--- config.mk ---
export PLATFORM = sky130hd
export DESIGN_NAME = trdb_branch_map_buf
export DESIGN_NICKNAME = d
export VERILOG_FILES = /design/src/rtl/trdb_branch_map_buf.sv
export SDC_FILE = /design/constraint.sdc
export NUM_CORES = 1
export LEC_CHECK = 0
export ABC_AREA = 1
export CELL_PAD_IN_SITES_DETAIL_PLACEMENT = 1
export CELL_PAD_IN_SITES_GLOBAL_PLACEMENT = 1
export CORE_MARGIN = 2
export CORE_UTILIZATION = 30
export CTS_CLUSTER_SIZE = 10
export DETAILED_ROUTE_END_ITERATION = 16
export PLACE_DENSITY = 0.58
export SYNTH_ARGS = -nofsm -noshare
export SYNTH_HDL_FRONTEND = slang
export SYNTH_SLANG_ARGS = --single-unit
export TNS_END_PERCENT = 100
--- constraint.sdc ---
create_clock -name clk_i -period 8 [get_ports clk_i]
set_clock_uncertainty 0.05 [all_clocks]
set_input_delay 2 -clock clk_i [delete_from_list [all_inputs] [get_ports clk_i]]
set_output_delay 2 -clock clk_i [all_outputs]
set_load 0.05 [all_outputs]
--- src/rtl/trdb_branch_map_buf.sv ---
// rtl/trdb_branch_map_buf.sv - branch-map accumulator with a DEPTH-entry output queue
// Packs per-lane taken/not-taken outcomes into MAP_LEN-bit maps and queues them for the packet emitter.
module trdb_branch_map_buf #(
  parameter int MAP_LEN = 31,
  parameter int CNT_W   = $clog2(MAP_LEN + 1),
  parameter int NUM_BR  = 2,
  parameter int DEPTH   = 2
) (
  input  logic               clk_i,
  input  logic               rst_i,
  input  logic [NUM_BR-1:0]  branch_valid_i,
  input  logic [NUM_BR-1:0]  branch_taken_i,
  input  logic               flush_i,
  output logic               out_valid_o,
  input  logic               out_ready_i,
  output logic [MAP_LEN-1:0] out_map_o,
  output logic [CNT_W-1:0]   out_count_o,
  output logic               out_full_o,
  output logic [CNT_W-1:0]   cur_count_o,
  output logic               overflow_o
);

  localparam int EXT_W = 2 * MAP_LEN;
  localparam int PTR_W = (DEPTH > 1) ? $clog2(DEPTH) : 1;
  localparam int OCC_W = $clog2(DEPTH + 1);
  localparam logic [7:0] MAP_LEN8 = 8'(MAP_LEN);

  logic [MAP_LEN-1:0] acc_q, acc_d;
  logic [CNT_W-1:0]   cnt_q, cnt_d;
  logic [PTR_W-1:0]   rd_ptr_q, rd_ptr_d, wr_ptr_q, wr_ptr_d, wr_ptr_nxt;
  logic [OCC_W-1:0]   occ_q, occ_d;
  logic               ovf_q, ovf_d;

  logic [MAP_LEN-1:0] mem_map_q  [DEPTH];
  logic [CNT_W-1:0]   mem_cnt_q  [DEPTH];
  logic               mem_full_q [DEPTH];

  logic [EXT_W-1:0]   ext;
  logic [7:0]         total, res_cnt;
  logic [MAP_LEN-1:0] full_map, res_map;
  logic               full_push, flush_push;

  logic [MAP_LEN-1:0] p0_map;
  logic [CNT_W-1:0]   p0_cnt;
  logic               p0_full, p0_vld, p1_vld;
  logic               acc0, acc1, pop;
  logic [OCC_W:0]     free;

  function automatic logic [PTR_W-1:0] ptr_inc(input logic [PTR_W-1:0] p);
    return (p == PTR_W'(DEPTH - 1)) ? '0 : p + PTR_W'(1);
  endfunction

  // Compact the valid lanes (lane 0 oldest) onto the accumulator in a double-width scratch vector.
  always_comb begin
    ext   = EXT_W'(acc_q);
    total = 8'(cnt_q);
    for (int k = 0; k < NUM_BR; k++) begin
      if (branch_valid_i[k]) begin
        ext   = ext | (EXT_W'(!branch_taken_i[k]) << total);
        total = total + 8'd1;
      end
    end
  end

  always_comb begin
    full_push = (total >= MAP_LEN8);
    full_map  = '0;
    res_map   = ext[MAP_LEN-1:0];
    res_cnt   = total;
    if (full_push) begin
      full_map = ext[MAP_LEN-1:0];
      res_map  = ext[EXT_W-1:MAP_LEN];
      res_cnt  = total - MAP_LEN8;
    end
    flush_push = flush_i && (res_cnt != 8'd0);

    acc_d = flush_i ? '0 : res_map;
    cnt_d = flush_i ? '0 : CNT_W'(res_cnt);

    // Slot 0 holds the full map when there is one; the flushed residual then goes in slot 1.
    p0_vld  = full_push || flush_push;
    p1_vld  = full_push && flush_push;
    p0_map  = full_push ? full_map : res_map;
    p0_cnt  = full_push ? CNT_W'(MAP_LEN) : CNT_W'(res_cnt);
    p0_full = full_push;

    pop  = out_valid_o && out_ready_i;
    free = (OCC_W+1)'(DEPTH) - {1'b0, occ_q} + (OCC_W+1)'(pop);
    acc0 = p0_vld && (free != '0);
    acc1 = p1_vld && (free >= (OCC_W+1)'(2));

    ovf_d      = ovf_q || (p0_vld && !acc0) || (p1_vld && !acc1);
    wr_ptr_nxt = ptr_inc(wr_ptr_q);
    wr_ptr_d   = wr_ptr_q;
    if (acc1)      wr_ptr_d = ptr_inc(wr_ptr_nxt);
    else if (acc0) wr_ptr_d = wr_ptr_nxt;
    rd_ptr_d = pop ? ptr_inc(rd_ptr_q) : rd_ptr_q;
    occ_d    = occ_q + OCC_W'(acc0) + OCC_W'(acc1) - OCC_W'(pop);
  end

  always_ff @(posedge clk_i or posedge rst_i) begin
    if (rst_i) begin
      acc_q    <= '0;
      cnt_q    <= '0;
      rd_ptr_q <= '0;
      wr_ptr_q <= '0;
      occ_q    <= '0;
      ovf_q    <= 1'b0;
    end else begin
      acc_q    <= acc_d;
      cnt_q    <= cnt_d;
      rd_ptr_q <= rd_ptr_d;
      wr_ptr_q <= wr_ptr_d;
      occ_q    <= occ_d;
      ovf_q    <= ovf_d;
    end
  end

  // Storage needs no reset: occupancy alone decides what is visible.
  always_ff @(posedge clk_i) begin
    if (acc0) begin
      mem_map_q[wr_ptr_q]  <= p0_map;
      mem_cnt_q[wr_ptr_q]  <= p0_cnt;
      mem_full_q[wr_ptr_q] <= p0_full;
    end
    if (acc1) begin
      mem_map_q[wr_ptr_nxt]  <= res_map;
      mem_cnt_q[wr_ptr_nxt]  <= CNT_W'(res_cnt);
      mem_full_q[wr_ptr_nxt] <= 1'b0;
    end
  end

  assign out_valid_o = (occ_q != '0);
  assign out_map_o   = out_valid_o ? mem_map_q[rd_ptr_q] : '0;
  assign out_count_o = out_valid_o ? mem_cnt_q[rd_ptr_q] : '0;
  assign out_full_o  = out_valid_o && mem_full_q[rd_ptr_q];
  assign cur_count_o = cnt_q;
  assign overflow_o  = ovf_q;

endmodule

==> flow_summary.ini <==
[min_path]
hold_path_class = register to register
whs_path_depth = 2

[logic_synthesis]
synth_top_area_share_pct = 34.9
synth.area.top_cells = edfxtp_1 (35%), dfrtp_1 (17%), nand2_1 (8.5%)
yosysSeqAreaShare_pct = 52.1
yosysMostFrequentCell = nand2_1
yosysTopAreaCell = edfxtp_1
ys_warn_count = 0
yosys-top-cells-count = nand2_1 (141), a21oi_1 (105), edfxtp_1 (72)
synthArstFlopShare_pct = 35.7
syn_nets = 733
synth_cells = 715
ys_types = 41
synthesis.area_um2 = 6190
synth_edf_count = 72
syn-mean-instance-area_um2 = 8.66
synth_seq_cells = 115
synthFlopType = edfxtp_1

[grt]
grt_pass1_vias = 5483
use_met1_pct = 25.1
antenna_found_initial = 0
grt_pass1_wl_um = 30300
grt.total_usage_pct = 18.1
gr-usage-met2_pct = 29.0
use_met3_pct = 3.40
grt_max_degree = 86
overflow = 0
grt-busiest-layer = met2

[route]
ant_nets = 0
drc = 0
drt_iter0_markers = 251
vias = 5204
dr.pass1.iters = 4
routed_wl_um = 18600
vias_per_cell = 5.01
wl_per_cell_um = 18.0

[cts]
clock_latency_ns = 0.42
htree_levels = 4
cts_sinks = 115
hold_buffers = 0
cts-resized-gates = 0
post_cts_buffers = 0
cts_tree = built
path_clk_slew_ns = 0.06
cts_buffers = 17
cts_buffer_depth = 2
cts_root_buffer = clkbuf_16

[placed_design]
portBuffers = 51
hpwl_um = 12800
place.gp.congestion = 0.813

[die]
die_x_um = 148
start_util_pct = 30.6
die_height_um = 148
io_pins = 52
num_rows = 52
core_area_um2 = 20200
dieArea_um2 = 21800

[timing]
clock.fmax_mhz = 152
rsz0062_at_grt = no
finalHoldViolCount = 0
final.min_clock_period_ns = 6.59
tightest_slew_ns = 0.888
slew_viol_final = 0
slew_headroom_pct = 40.8
fin_tns_setup_ns = 0
min_period_over_period_pct = 82.3
setup_viol = 0

[layout]
syn_to_final_growth_pct = 20.9
multi_input_area_um2 = 2480
diodes = 0
seqCellArea_um2 = 3230
postLayoutCoreUtil_pct = 37.0
drive_gt1_share_pct = 12.0
num-fill-cells = 2368
fin_nets = 773

[worst_setup_path]
cp_max_fo = 85
cp.required_ns = 8.11
worstSetupPathType = primary input to register
crit_path_start_kind = primary input
end_kind = register
r2r_cells = 24
regToRegSetupSlack_ns = 2.92
cpMaxStageDelayCell = buf_4
arrival_ns = 6.70
cp_slowest_stage_delay_ns = 0.71

[job]
drv_cap = 0

[pwr]
p_per_area_nw_per_um2 = 361
leakage_uw = 0.00307
peakVddDrop_uv = 106

[status]
outcome = completed
## sequential cells by signal, indices dropped and copies added, names as in the netlist
name / count
mem_map_q: 62
wr_ptr_q: 1
rd_ptr_q: 1
mem_full_q: 2
mem_cnt_q: 10
overflow_o: 1
occ_q: 2
acc_q: 31
cur_count_o: 5
## area by class of cell
| type | instances | area share, % |
|---|---|---|
| Timing Repair Buffer | 60 | 7.72 |
| Tap cell | 270 | 4.51 |
| Clock buffer | 21 | 5.88 |
| Sequential cell | 115 | 43.1 |
| Inverter | 82 | 4.15 |
| Multi-Input combinational cell | 479 | 33.1 |
| Clock inverter | 11 | 1.50 |
## kinds of logic (layout without fill, tap and decap cells)
logic type,count (synthesis),after routing,share of synthesized area [%]
compound gates,160,160,14.3
xor+xnor,3,3,0.424
fa+ha+maj,10,10,2.14
buf+inv,121,174,7.88
flops,115,115,52.1
simple gates,306,306,23.1
## power breakdown
part	internal, uW	switching [uW]	total [uW]
sequential	774	44.2	819
clock	453	259	712
combinational	333	841	1170
## per-layer routing
layer | share of wire, % | wire [um]
met1 | 47 | 8780
met2 | 47 | 8810
met3 | 4.7 | 872
met4 | 0.98 | 183
met5 | 0 | 0
## cell usage in the layout (no fill, tap or decap), types with 2 or more instances in the layout
cell	netlist	routed
clkinv_2	0	3
clkbuf_16	0	17
nor3_1	32	32
nand2_4	6	6
nand2_2	18	18
edfxtp_1	72	72
a311oi_1	2	2
a21oi_1	105	105
a311o_1	9	9
clkdlybuf4s50_1	0	51
a32oi_1	2	2
o21ai_1	2	2
clkinvlp_4	0	4
nor2_2	6	7
clkbuf_1	19	4
nand3_2	4	4
ha_1	9	9
dfrtp_1	41	41
xnor2_1	2	2
nor2_1	60	59
nand4_1	8	8
or2_2	2	2
nand2_1	141	141
a31oi_1	5	5
nand3_1	21	21
dfxtp_1	2	2
inv_1	68	68
buf_4	3	9
o21ai_0	31	31
bufinv_16	0	2
clkinv_1	2	4
nor2_4	5	5
inv_2	11	11
## final timing paths
path                                     startpoint                   endpoint
max reg2reg                cur_count_o[1]$_DFF_PP0_  mem_cnt_q[0][2]$_DFFE_PP_
min                            overflow_o$_DFF_PP0_       overflow_o$_DFF_PP0_
min reg2reg                    overflow_o$_DFF_PP0_       overflow_o$_DFF_PP0_
max                               branch_valid_i[0]  mem_cnt_q[0][2]$_DFFE_PP_
min in group asynchronous                     rst_i       overflow_o$_DFF_PP0_
max in group asynchronous                     rst_i        acc_q[10]$_DFF_PP0_
## per-stage QoR
| step | instances | worst slack [ns] | hold WS, ns | cell area (um2) | power (uW) |
|---|---|---|---|---|---|
| 6_report | 1038 | 1.41 | 0.420 | 7490 | 2700 |
| 5_1_grt | 1038 | 1.00 | 0.463 | 7490 | 2850 |
| 4_1_cts | 1038 | 1.40 | 0.430 | 7490 | 2750 |
| 3_5_place_dp | 1006 | 0.976 | 0.418 | 6930 | 2030 |
| 3_3_place_gp | 1006 | 1.27 | 0.407 | 6930 | 2010 |
| 2_1_floorplan | 715 | 2.24 | 0.442 | 6190 | 1630 |
## critical path: cells and delay by family
family | cells | cell delay, ns
AO/OA/AOI/OAI | 2 | 0.22
adder cells (fa/ha/maj) | 3 | 0.61
buffers and inverters | 7 | 2.24
AND/OR/NAND/NOR | 13 | 1.60
No activity file was read; power rests on OpenSTA's default activity.
